<file path="src/rtl/pipeline_pkg.sv">
// Purpose: shared FSM encoding and default stage indices for the pipeline sequencer.
// Latency: n/a, declarations only.
// Backpressure: n/a.
package pipeline_pkg;

    // Raw state codes, kept as plain constants so older tooling can match on them.
    localparam logic [1:0] ST_RUN    = 2'd0;
    localparam logic [1:0] ST_TRAP   = 2'd1;
    localparam logic [1:0] ST_DRAIN  = 2'd2;
    localparam logic [1:0] ST_HALTED = 2'd3;

    typedef enum logic [1:0] {
        PS_RUN    = ST_RUN,
        PS_TRAP   = ST_TRAP,
        PS_DRAIN  = ST_DRAIN,
        PS_HALTED = ST_HALTED
    } pipe_seq_state_e;

    // Default five-stage layout.
    localparam int STG_IF  = 0;
    localparam int STG_ID  = 1;
    localparam int STG_EXE = 2;
    localparam int STG_MEM = 3;
    localparam int STG_WB  = 4;

endpackage

</file>
<file path="src/rtl/pipe_perf_counter.sv">
// Purpose: 32-bit event counter with enable and synchronous clear.
// Latency: an enabled cycle is reflected in count on the following clock.
// Backpressure: none; every enabled cycle counts, wrapping at 2^32.
module pipe_perf_counter (
    input  logic        clk,
    input  logic        reset_n,
    input  logic        en,
    input  logic        clr,
    output logic [31:0] count
);

    // Clear beats enable; overflow wraps naturally.
    always_ff @(posedge clk) begin
        if (!reset_n || clr) begin
            count <= '0;
        end else if (en) begin
            count <= count + 32'd1;
        end
    end

endmodule

</file>
<file path="src/rtl/pipeline_sequencer.sv">
// Purpose: per-stage stall/flush steering plus trap entry, debug drain/halt and stall watchdog.
// Latency: steering is combinational; irq_ack one cycle after a qualifying irq_req; halt after NUM_STAGES-1 unstalled drain cycles.
// Backpressure: stall_req of a stage holds every register feeding it and below; PIPE_SEQ_PERF_EN adds the perf counters.
module pipeline_sequencer
    import pipeline_pkg::*;
#(
    parameter int NUM_STAGES    = 5,
    parameter int MEM_STAGE     = STG_MEM,
    parameter int STALL_TIMEOUT = 1024
) (
    input  logic                          clk,
    input  logic                          reset_n,
    input  logic [NUM_STAGES-1:0]         stall_req,
    input  logic                          flush_req,
    input  logic [$clog2(NUM_STAGES)-1:0] flush_upto,
    input  logic                          irq_req,
    input  logic                          halt_req,
    input  logic                          resume_req,
    output logic [NUM_STAGES-2:0]         reg_en,
    output logic [NUM_STAGES-2:0]         reg_clr,
    output logic                          pc_en,
    output logic                          irq_ack,
    output logic                          halted,
    output logic                          stall_timeout,
    output logic [31:0]                   perf_stall_cycles,
    output logic [31:0]                   perf_flush_count
);

    localparam int NREG = NUM_STAGES - 1;
    localparam int FU_W = $clog2(NUM_STAGES);
    localparam int DC_W = $clog2(NUM_STAGES);
    localparam int WD_W = $clog2(STALL_TIMEOUT + 1);

    pipe_seq_state_e state_q;
    logic [DC_W-1:0] drain_cnt;
    logic [WD_W-1:0] wd_cnt;

    logic [NREG-1:0] hold;
    logic [NREG-1:0] flush_mask;
    logic [FU_W-1:0] flush_lim;
    logic            any_stall;
    logic            downstream_stall;
    logic            wd_active;

    assign any_stall        = |stall_req;
    assign downstream_stall = |stall_req[NUM_STAGES-1:1];

    // Out-of-range flush limits clear every pipeline register.
    assign flush_lim = (int'(flush_upto) >= NUM_STAGES) ? FU_W'(NUM_STAGES - 1) : flush_upto;

    // Register k must hold whenever any stage beyond it is stalled; build the flush mask alongside.
    always_comb begin
        hold       = '0;
        flush_mask = '0;
        for (int k = 0; k < NREG; k++) begin
            hold[k]       = |(stall_req >> (k + 1));
            flush_mask[k] = (k < int'(flush_lim));
        end
    end

    // Output steering per FSM state; RUN equations are the baseline for every state.
    always_comb begin
        reg_en  = ~hold;
        reg_clr = stall_req[NREG-1:0] & ~hold;
        pc_en   = ~any_stall;
        irq_ack = 1'b0;
        halted  = 1'b0;
        case (state_q)
            PS_RUN: begin
                if (flush_req) begin
                    reg_clr = reg_clr | flush_mask;
                    pc_en   = 1'b1;
                end
            end
            PS_TRAP: begin
                reg_en  = '1;
                reg_clr = '1;
                pc_en   = 1'b1;
                irq_ack = 1'b1;
            end
            PS_DRAIN: begin
                // Fetch is frozen and bubbles are pushed in at the front.
                reg_clr[0] = 1'b1;
                pc_en      = 1'b0;
                if (flush_req) begin
                    reg_clr = reg_clr | flush_mask;
                end
            end
            PS_HALTED: begin
                reg_en  = '0;
                reg_clr = '0;
                pc_en   = 1'b0;
                halted  = 1'b1;
            end
            default: begin
                reg_en = ~hold;
            end
        endcase
    end

    // FSM and drain counter; interrupt wins over halt, and only RUN takes either.
    always_ff @(posedge clk) begin
        if (!reset_n) begin
            state_q   <= PS_RUN;
            drain_cnt <= '0;
        end else begin
            case (state_q)
                PS_RUN: begin
                    if (irq_req && !stall_req[MEM_STAGE]) begin
                        state_q <= PS_TRAP;
                    end else if (halt_req && !irq_req) begin
                        state_q   <= PS_DRAIN;
                        drain_cnt <= DC_W'(NUM_STAGES - 1);
                    end
                end
                PS_TRAP: begin
                    state_q <= PS_RUN;
                end
                PS_DRAIN: begin
                    // Only cycles where the bubbles actually move count toward the drain.
                    if (!downstream_stall) begin
                        drain_cnt <= drain_cnt - 1'b1;
                        if (drain_cnt == DC_W'(1)) begin
                            state_q <= PS_HALTED;
                        end
                    end
                end
                PS_HALTED: begin
                    if (resume_req) begin
                        state_q <= PS_RUN;
                    end
                end
                default: begin
                    state_q <= PS_RUN;
                end
            endcase
        end
    end

    assign wd_active     = ((state_q == PS_RUN) || (state_q == PS_DRAIN)) && any_stall;
    // Pulse on the stalled cycle that carries the count up to the limit; saturation blocks repeats.
    assign stall_timeout = wd_active && (wd_cnt == WD_W'(STALL_TIMEOUT - 1));

    // Watchdog: counts consecutive stalled cycles, saturating at the limit.
    always_ff @(posedge clk) begin
        if (!reset_n) begin
            wd_cnt <= '0;
        end else if (wd_active) begin
            if (wd_cnt != WD_W'(STALL_TIMEOUT)) begin
                wd_cnt <= wd_cnt + 1'b1;
            end
        end else if (!any_stall) begin
            wd_cnt <= '0;
        end
    end

`ifdef PIPE_SEQ_PERF_EN
    logic stall_cnt_en;
    logic flush_cnt_en;

    assign stall_cnt_en = !pc_en && (state_q != PS_HALTED);
    assign flush_cnt_en = (flush_req && ((state_q == PS_RUN) || (state_q == PS_DRAIN)))
                        || (state_q == PS_TRAP);

    pipe_perf_counter u_perf_stall (
        .clk     (clk),
        .reset_n (reset_n),
        .en      (stall_cnt_en),
        .clr     (1'b0),
        .count   (perf_stall_cycles)
    );

    pipe_perf_counter u_perf_flush (
        .clk     (clk),
        .reset_n (reset_n),
        .en      (flush_cnt_en),
        .clr     (1'b0),
        .count   (perf_flush_count)
    );
`else
    assign perf_stall_cycles = '0;
    assign perf_flush_count  = '0;
`endif

endmodule

</file>
<file path="config.mk">
export PLATFORM = sky130hd
export DESIGN_NAME = pipeline_sequencer
export DESIGN_NICKNAME = d
export VERILOG_FILES = /design/src/rtl/pipeline_pkg.sv /design/src/rtl/pipe_perf_counter.sv /design/src/rtl/pipeline_sequencer.sv
export SDC_FILE = /design/constraint.sdc
export NUM_CORES = 1
export LEC_CHECK = 0
export CAP_MARGIN = 0
export CORE_ASPECT_RATIO = 1.25
export CORE_UTILIZATION = 41
export DETAILED_ROUTE_END_ITERATION = 8
export PLACE_DENSITY = 0.89
export SETUP_SLACK_MARGIN = 0.02
export SYNTH_ARGS = -nofsm -noshare
export SYNTH_HDL_FRONTEND = slang
export SYNTH_HIERARCHICAL = 1
export SYNTH_SLANG_ARGS = --single-unit
</file>
<file path="constraint.sdc">
create_clock -name clk -period 5.5 [get_ports clk]
set_input_delay 1.1 -clock clk [delete_from_list [all_inputs] [get_ports clk]]
set_output_delay 1.1 -clock clk [all_outputs]
set_load 0.005 [all_outputs]
</file>
Word level (Yosys, flattened, before mapping)
Index checks and enable logic that the tools add are counted.
{"block": "totals", "reg_bits": 16, "latchBits": 0, "mem_bits_rw": 0, "rom_bits": 0, "inputBits": 14, "output_inout_bits": 76, "elab_cells": 68, "n_memories": 0}
{"block": "op_classes", "add_sub_neg": 2, "mul": 0, "div": 0, "magnitude_cmp": 5, "n_eq_ne": 14, "n_shift": 0, "mux": 22, "bitwise": 5, "reduce_logical": 17}
{"operator": "2-to-1 mux 11 bit", "n": 3}
{"operator": "one-hot mux 4 bit (4 select lines)", "n": 1}
{"operator": "2-to-1 mux 3 bit", "n": 4}
{"operator": "adder 11 x 1 -> 11 bit (second input constant)", "n": 1}
{"operator": "equality test 11 x 10 -> 1 bit (second input constant)", "n": 1}
{"operator": "!= test 11 bit (second input constant)", "n": 1}
{"operator": "2-to-1 mux 2 bit", "n": 5}
{"operator": "!= test 2 bit (second input constant)", "n": 5}
{"operator": "2-to-1 mux 4 bit", "n": 2}
{"operator": "OR 4 bit", "n": 2}
{"operator": "one-hot mux 2 bit (4 select lines)", "n": 1}
{"operator": "one-hot mux 4 bit (2 select lines)", "n": 1}
{"operator": "AND reduction 4 bit", "n": 2}
{"operator": "less-than comparator 1 x 3 -> 1 bit (first input constant)", "n": 2}
{"operator": "less-than comparator 2 x 3 -> 1 bit (first input constant)", "n": 2}
{"operator": "one-hot mux 3 bit (2 select lines)", "n": 1}
{"operator": "OR reduction 5 bit", "n": 1}
{"operator": "AND 4 bit", "n": 1}
{"operator": "equality test 2 bit (second input constant)", "n": 2}
{"operator": "logical AND 1 bit", "n": 4}
{"operator": "!= test 2 x 1 -> 1 bit (second input constant)", "n": 2}
{"operator": "inverter 4 bit", "n": 1}
{"operator": "OR reduction 2 bit", "n": 2}
{"operator": "OR reduction 4 bit", "n": 1}
{"operator": "other kinds (14)", "n": 17}

Logic depth before layout (Yosys ltp)
Gate-level depths: netlist of run 1.
{"block": "logic_depth", "word_depth": 6, "ltp_mapped": 7, "depth_no_buf": 6}

Worst setup path after synthesis of run 1
OpenSTA, ideal clock, no wires.
{"block": "synth_timing", "path_kind": "in2out", "start": "input stall_req[4]", "end": "output pc_en", "t_arrival_ps": 2024, "required_ps": 4400, "path_slack_ps": 2376, "cell_stages": 4, "n_path_buf": 0, "path_cell_list": "or4_1 > nor2_1 > nor2_1 > a21oi_1"}
{"block": "synth_between", "elab_chain_cells": 4}
{"element": "start, declared", "line_no": "pipeline_sequencer.sv:13", "rtl": "input logic [NUM_STAGES-1:0] stall_req,"}
{"element": "OR reduction 5 bit", "line_no": "pipeline_sequencer.sv:45", "rtl": "assign any_stall = |stall_req;"}
{"element": "inverter 1 bit", "line_no": "pipeline_sequencer.sv:65", "rtl": "pc_en = ~any_stall;"}
{"element": "2-to-1 mux 1 bit", "line_no": "pipeline_sequencer.sv:70", "rtl": "if (flush_req) begin"}
{"element": "one-hot mux 1 bit (3 select lines)", "line_no": "pipeline_sequencer.sv:68", "rtl": "case (state_q)"}
{"element": "end, declared", "line_no": "pipeline_sequencer.sv:21", "rtl": "output logic pc_en,"}
No other way between the ends.

Worst setup path after layout of run 1
Same ends and word-level chain as after synthesis.

==> metrics, run 1 <==
HP Class register to register; sequential share of the synthesized area 0.207; post-cts resize count 0; I/O pin cnt 90; asr flop ratio synth 0; EDFF count, synth 0; Routed Wire Length 2.72 mm; CP Class input port to output pin; 1st-pass router iterations 6; hold_buf cts 0; fmax 237 MHz; core area 0.00354 sq mm; Slew @ Worst Pin 1.16 ns; Area after DPL 0.00159 sq mm; syn_area_per_cell 7.82 sq um; minimum clock period 4.22 ns; power per cell area 331 mW/mm^2; CTS clk-pin slew, worst paths 0.07 ns; CP Cell Sequence clkdlybuf4s50_1 -> or4_1 -> nor2_1 -> nor2_1 -> a21oi_1 -> clkdlybuf4s50_1; Initial Utilization 0.437; largest net degree at the start of global routing 14; Synth Register Bits 16; Worst slew margin 0.218; CTS buffer count 3; area grow syn2layout 6.30%; post-DP HPWL 2.16 mm; CP startpoint kind input port; number of global-route vias before repair 1026; post-route ant nets 0; Critical Path Max Stage Delay 0.66 ns; die area 0.00403 sq mm; root buf cell clkbuf_8; post-route cell area 0.00165 sq mm; status finished with violations; Final Hold Vio Count 0; routed vias/inst 4.62; Worst Clk Skew 0.00657 ns; DR WL/cell 10.4 um; Sinks on Clock Net 16; CTS tree yes; Die W 57.0 um; Netlist cell types 37; failing checks DRC; total setup buffers inserted after CTS 0; first-pass GRT wire length 4.31 mm; post-route setup TNS 0 ns; Worst Path Required 4.40 ns; Slew Viols, Final 0; Max-cap violations 0; CTS Buffer Depth 2; mapped cell area 0.00155 sq mm; Placer Congestion 0.836; RSZ-0062 raised after global routing false; CP arrival 3.12 ns; Antenna diodes 0; VDD IR max 0.000110 V; initial antenna violation count 0; share of cells above drive strength 1 0.0269; Iter 0 DRT Violations 89; cell row count 24; CP endpoint kind output pin; drc violations 24; via count 1210; Final #Nets 247; Post-synth top flop dfxtp_1; Synth Warn # 6; gr ovfl total 0; Crit-path slowest cell or4_1; post-synthesis cell count 198; highest net fanout along the worst path 6; setup violators final 0; static leakage 0.751 nW; IO Port Bufs 25; Clock Latency Late Sink 0.26 ns; Die Ht 70.7 um; Final period util 0.767; All-Layer GR Usage 0.135; H-tree depth 1
-- flip-flops by register name, summed over array words and instances (netlist names) --
register and flops:
drain_cnt 3, state_q 2, wd_cnt 11
-- per-layer routing --
metal,share of wire,GRT usage,up-vias
met5,0,0,-
met4,0.023,0.0840,0
met3,0.095,0.0311,8
met2,0.49,0.230,81
met1,0.39,0.151,537
li1,-,-,584
-- where the power goes --
part	total (mW)	internal, mW	leakage, nW	switching, mW
clock network	0.106	0.0636	0.0288	0.0425
registers	0.166	0.137	0.130	0.0286
logic	0.272	0.135	0.592	0.138
total	0.545	0.336	0.751	0.209
-- area by class of cell --
type | instances | area, sq um
clock buffer | 4 | 55.1
fill | 346 | 1900
inverter | 12 | 45.0
multi-input combinational | 166 | 927
sequential | 16 | 320
tap | 39 | 48.8
timing repair buffer | 25 | 250
-- Yosys cell counts, types with 2 or more instances --
library cell | n | share of area
buf_4 | 64 | 0.31
mux2i_1 | 4 | 0.026
o21ai_0 | 8 | 0.026
dfxtp_1 | 16 | 0.21
nand2b_1 | 2 | 0.0081
ha_1 | 9 | 0.073
a211oi_1 | 2 | 0.0097
nor3_1 | 2 | 0.0065
nor3b_1 | 2 | 0.0097
nand3b_1 | 2 | 0.0097
clkbuf_1 | 2 | 0.0048
inv_1 | 12 | 0.029
nand2_1 | 12 | 0.029
nand4_1 | 2 | 0.0081
nor2_1 | 18 | 0.044
nor4b_1 | 3 | 0.017
a31oi_1 | 2 | 0.0081
a221oi_1 | 3 | 0.017
xnor2_1 | 5 | 0.028
or3_1 | 2 | 0.0081
xor2_1 | 4 | 0.023
a21oi_1 | 7 | 0.023
-- worst max-delay path, delay by kind of cell --
family	cells	cell delay [ns]
buf+inv	2	0.99
simple gates	3	0.89
compound gates	1	0.14
-- per-stage QoR --
step / instances / hold WS, ns / power, mW / worst slack (ns) / util
2_1_floorplan: 261 / 0.471 / 0.375 / 2.38 / -
3_3_place_gp: 258 / 0.478 / 0.431 / 1.30 / 0.449
3_5_place_dp: 258 / 0.488 / 0.439 / 1.29 / 0.449
4_1_cts: 262 / 0.494 / 0.544 / 1.28 / 0.465
5_1_grt: 262 / 0.555 / 0.590 / 1.16 / 0.465
6_report: 262 / 0.497 / 0.545 / 1.28 / 0.465
-- final timing paths --
path                                                 from                   endpoint  slack [ns]  cells past startpoint
worst max-delay path                         stall_req[4]                      pc_en        1.28                      6
worst min-delay path            drain_cnt[1]$_SDFFE_PN0P_  drain_cnt[1]$_SDFFE_PN0P_        0.50                      2
worst max register to register    state_q[0]$_SDFFE_PN0P_    wd_cnt[10]$_SDFFE_PN0P_        3.35                      6
worst min register to register  drain_cnt[1]$_SDFFE_PN0P_  drain_cnt[1]$_SDFFE_PN0P_        0.50                      2
-- cell families (layout without fill, tap and decap cells) --
family / Yosys count / after routing / synth area share
xor+xnor: 9 / 9 / 0.0509
compound gates: 32 / 32 / 0.141
mux: 4 / 4 / 0.0258
flops: 16 / 16 / 0.207
other cells: 1 / 64 / 0.00242
simple gates: 48 / 48 / 0.153
fa+ha+maj: 9 / 9 / 0.0727
buf+inv: 79 / 41 / 0.347
-- cells in the final DEF (no fill, tap or decap), types with 2 or more instances in the layout --
cell type / Yosys / routed
inv_1: 12 / 12
clkdlybuf4s50_1: 0 / 25
ha_1: 9 / 9
nor3_1: 2 / 2
nand3b_1: 2 / 2
nand2_1: 12 / 12
nor4b_1: 3 / 3
nor2_1: 18 / 18
xor2_1: 4 / 4
nand2b_1: 2 / 2
o21ai_0: 8 / 8
nor3b_1: 2 / 2
xnor2_1: 5 / 5
conb_1: 1 / 64
a21oi_1: 7 / 7
a31oi_1: 2 / 2
dfxtp_1: 16 / 16
clkbuf_8: 0 / 4
mux2i_1: 4 / 4
a221oi_1: 3 / 3
nand4_1: 2 / 2
or3_1: 2 / 2
a211oi_1: 2 / 2
Note: power is estimated with default switching activity, not from simulation.
==> run 2, diff against run 1 <==
--- a/config.mk
+++ b/config.mk
@@ -7,9 +7,9 @@
 export LEC_CHECK = 0
 export CAP_MARGIN = 0
 export CORE_ASPECT_RATIO = 1.25
-export CORE_UTILIZATION = 41
+export CORE_UTILIZATION = 38
 export DETAILED_ROUTE_END_ITERATION = 8
-export PLACE_DENSITY = 0.89
+export PLACE_DENSITY = 0.84
 export SETUP_SLACK_MARGIN = 0.02
 export SYNTH_ARGS = -nofsm -noshare
 export SYNTH_HDL_FRONTEND = slang
==> constraint.sdc (replaced) <==
create_clock -name clk -period 4.2 [get_ports clk]
set_input_delay 0.84 -clock clk [delete_from_list [all_inputs] [get_ports clk]]
set_output_delay 0.84 -clock clk [all_outputs]
set_load 0.005 [all_outputs]
==> metrics, run 2 (synthesis results as in run 1) <==
Max-cap violations 0 (unchanged); 1st-pass router iterations 4 (-2); first-pass GRT wire length 4.17 mm (-3.0%); I/O pin cnt 90 (unchanged); Sinks on Clock Net 16 (unchanged); CP endpoint stall_timeout; initial antenna violation count 0 (unchanged); Slew @ Worst Pin 0.499 ns (-0.662 ns); Iter 0 DRT Violations 59 (-34%); post-route ant nets 0 (unchanged); number of global-route vias before repair 1004 (-2.1%); Die W 59.1 um (+3.7%); CP endpoint kind output pin; Antenna diodes 0 (unchanged); RSZ-0062 raised after global routing false; All-Layer GR Usage 0.125 (-0.0103); Crit. Startpoint state_q[1]$_SDFFE_PN0P_; Worst Path Required 3.36 ns (-1.04 ns); root buf cell clkbuf_8; highest net fanout along the worst path 12 (+6); drc violations 0 (-100%); core area 0.00385 sq mm (+8.6%); setup violators final 0 (unchanged); Power, Total 692 uW (+27%); CP startpoint kind register; area grow syn2layout 7.59%; CTS tree yes; largest net degree at the start of global routing 13 (-1); Worst Clk Skew 0.00397 ns (-0.00259 ns); Final #Nets 249 (+0.81%); max FFs per register 11 (unchanged); largest reg by FF count wd_cnt; routed vias/inst 4.37 (-5.3%); via count 1216 (+0.50%); minimum clock period 3.71 ns; CTS Buffer Depth 2 (unchanged); Initial Utilization 0.403 (-0.0345); H-tree depth 1 (unchanged); fmax 269 MHz; top flop regs wd_cnt (11), drain_cnt (3), state_q (2); status complete, no violations; reg2reg end wd_cnt[10]$_SDFFE_PN0P_; power per cell area 415 mW/mm^2 (+26%); FF-to-FF setup slack 2.20 ns (-1.15 ns); fill count 384 (+11%); most frequent cells in the layout conb_1 (64), clkdlybuf4s50_1 (25), nor2_1 (18); IO Port Bufs 25 (unchanged); hold_buf cts 0 (unchanged); Placer Congestion 0.808 (-3.4%); post-route setup TNS 0 ns (unchanged); post-DP HPWL 2.24 mm (+3.4%); Final Hold Vio Count 0 (unchanged); total setup buffers inserted after CTS 0 (unchanged); CP Class register to output pin; VDD IR max 0.000105 V (-4.1%); Die Ht 73.4 um (+3.8%); Worst R2R Start state_q[1]$_SDFFE_PN0P_; static leakage 0.754 nW (+0.39%); Routed Wire Length 2.70 mm (-0.70%); Slew Viols, Final 0 (unchanged); reg2reg path depth 6 (unchanged); gr ovfl total 0 (unchanged); DR WL/cell 9.72 um (-6.4%); CTS buffer count 3 (unchanged); CTS clk-pin slew, worst paths 0.06 ns (about the same); CP arrival 2.87 ns (-0.25 ns); Worst slew margin 0.667 (+0.449); post-cts resize count 0 (unchanged); cell row count 25 (+4.2%); HP Class register to register; Clock Latency Late Sink 0.25 ns (about the same); share of cells above drive strength 1 0.0313 (+0.00434); most common cell after layout, fill and taps aside conb_1; Final period util 0.884; die area 0.00434 sq mm (+7.6%)
run 2: changes by cell type in the layout (fill, tap and decap cells not counted):
cell      change
buf_4         +2
clkbuf_8      -1
run 2: how the worst min path moves through the flow:
stage | from | to | depth (start not counted)
5_1_grt | drain_cnt[1]$_SDFFE_PN0P_ | drain_cnt[1]$_SDFFE_PN0P_ | 2
3_3_place_gp | drain_cnt[1]$_SDFFE_PN0P_ | drain_cnt[1]$_SDFFE_PN0P_ | 2
3_5_place_dp | drain_cnt[1]$_SDFFE_PN0P_ | drain_cnt[1]$_SDFFE_PN0P_ | 2
4_1_cts | drain_cnt[1]$_SDFFE_PN0P_ | drain_cnt[1]$_SDFFE_PN0P_ | 2
2_1_floorplan | drain_cnt[1]$_SDFFE_PN0P_ | drain_cnt[1]$_SDFFE_PN0P_ | 2
6_report | drain_cnt[1]$_SDFFE_PN0P_ | drain_cnt[1]$_SDFFE_PN0P_ | 2
run 2: through the flow:
step	instances	util	hold slack (ns)	area [sq um]	setup WS, ns
after floorplan	261	-	0.471	1790	1.60
after global placement	275	0.422	0.484	1630	0.515
after detailed placement	275	0.422	0.502	1630	0.476
after CTS	278	0.433	0.508	1670	0.467
after global routing	278	0.433	0.527	1670	0.318
final	278	0.433	0.500	1670	0.486
run 2: layout make-up:
cell class	instances	area [sq um]	area share
clock buffers	3	41.3	0.0248
inverters	12	45.0	0.0270
multi-input cells	166	927	0.556
flip-flops and latches	16	320	0.192
well taps	54	67.6	0.0405
repair buffers	27	265	0.159
run 2: layer usage:
| layer | vias to the layer above | global-route usage | routed length [um] |
|---|---|---|---|
| li1 | 590 | - | - |
| met1 | 543 | 0.121 | 1070 |
| met2 | 74 | 0.244 | 1360 |
| met3 | 9 | 0.0229 | 194 |
| met4 | 0 | 0.0661 | 79 |
| met5 | - | 0 | 0 |
run 2: worst max-delay path: stages, from the launching register on:
cell and delay, ns:
dfxtp_1 0.40, inv_1 0.15, ha_1 0.45, o211a_1 0.27
nor4b_1 0.41, nor3b_1 0.37, clkdlybuf4s50_1 0.58
run 2: power by group:
group	internal, mW	total [mW]	switching (mW)
Sequential	0.180	0.210	0.0297
Clock	0.0636	0.114	0.0499
Combinational	0.179	0.369	0.190
==> run 3, diff against run 2 <==
--- a/config.mk
+++ b/config.mk
@@ -9,8 +9,11 @@
 export CORE_ASPECT_RATIO = 1.25
 export CORE_UTILIZATION = 38
 export DETAILED_ROUTE_END_ITERATION = 8
+export GPL_ROUTABILITY_DRIVEN = 0
+export HOLD_SLACK_MARGIN = 0.05
 export PLACE_DENSITY = 0.84
 export SETUP_SLACK_MARGIN = 0.02
+export SKIP_CTS_REPAIR_TIMING = 1
 export SYNTH_ARGS = -nofsm -noshare
 export SYNTH_HDL_FRONTEND = slang
 export SYNTH_HIERARCHICAL = 1
==> results of run 3 <==
Final layout, timing and power as in run 2 (identical DEF).
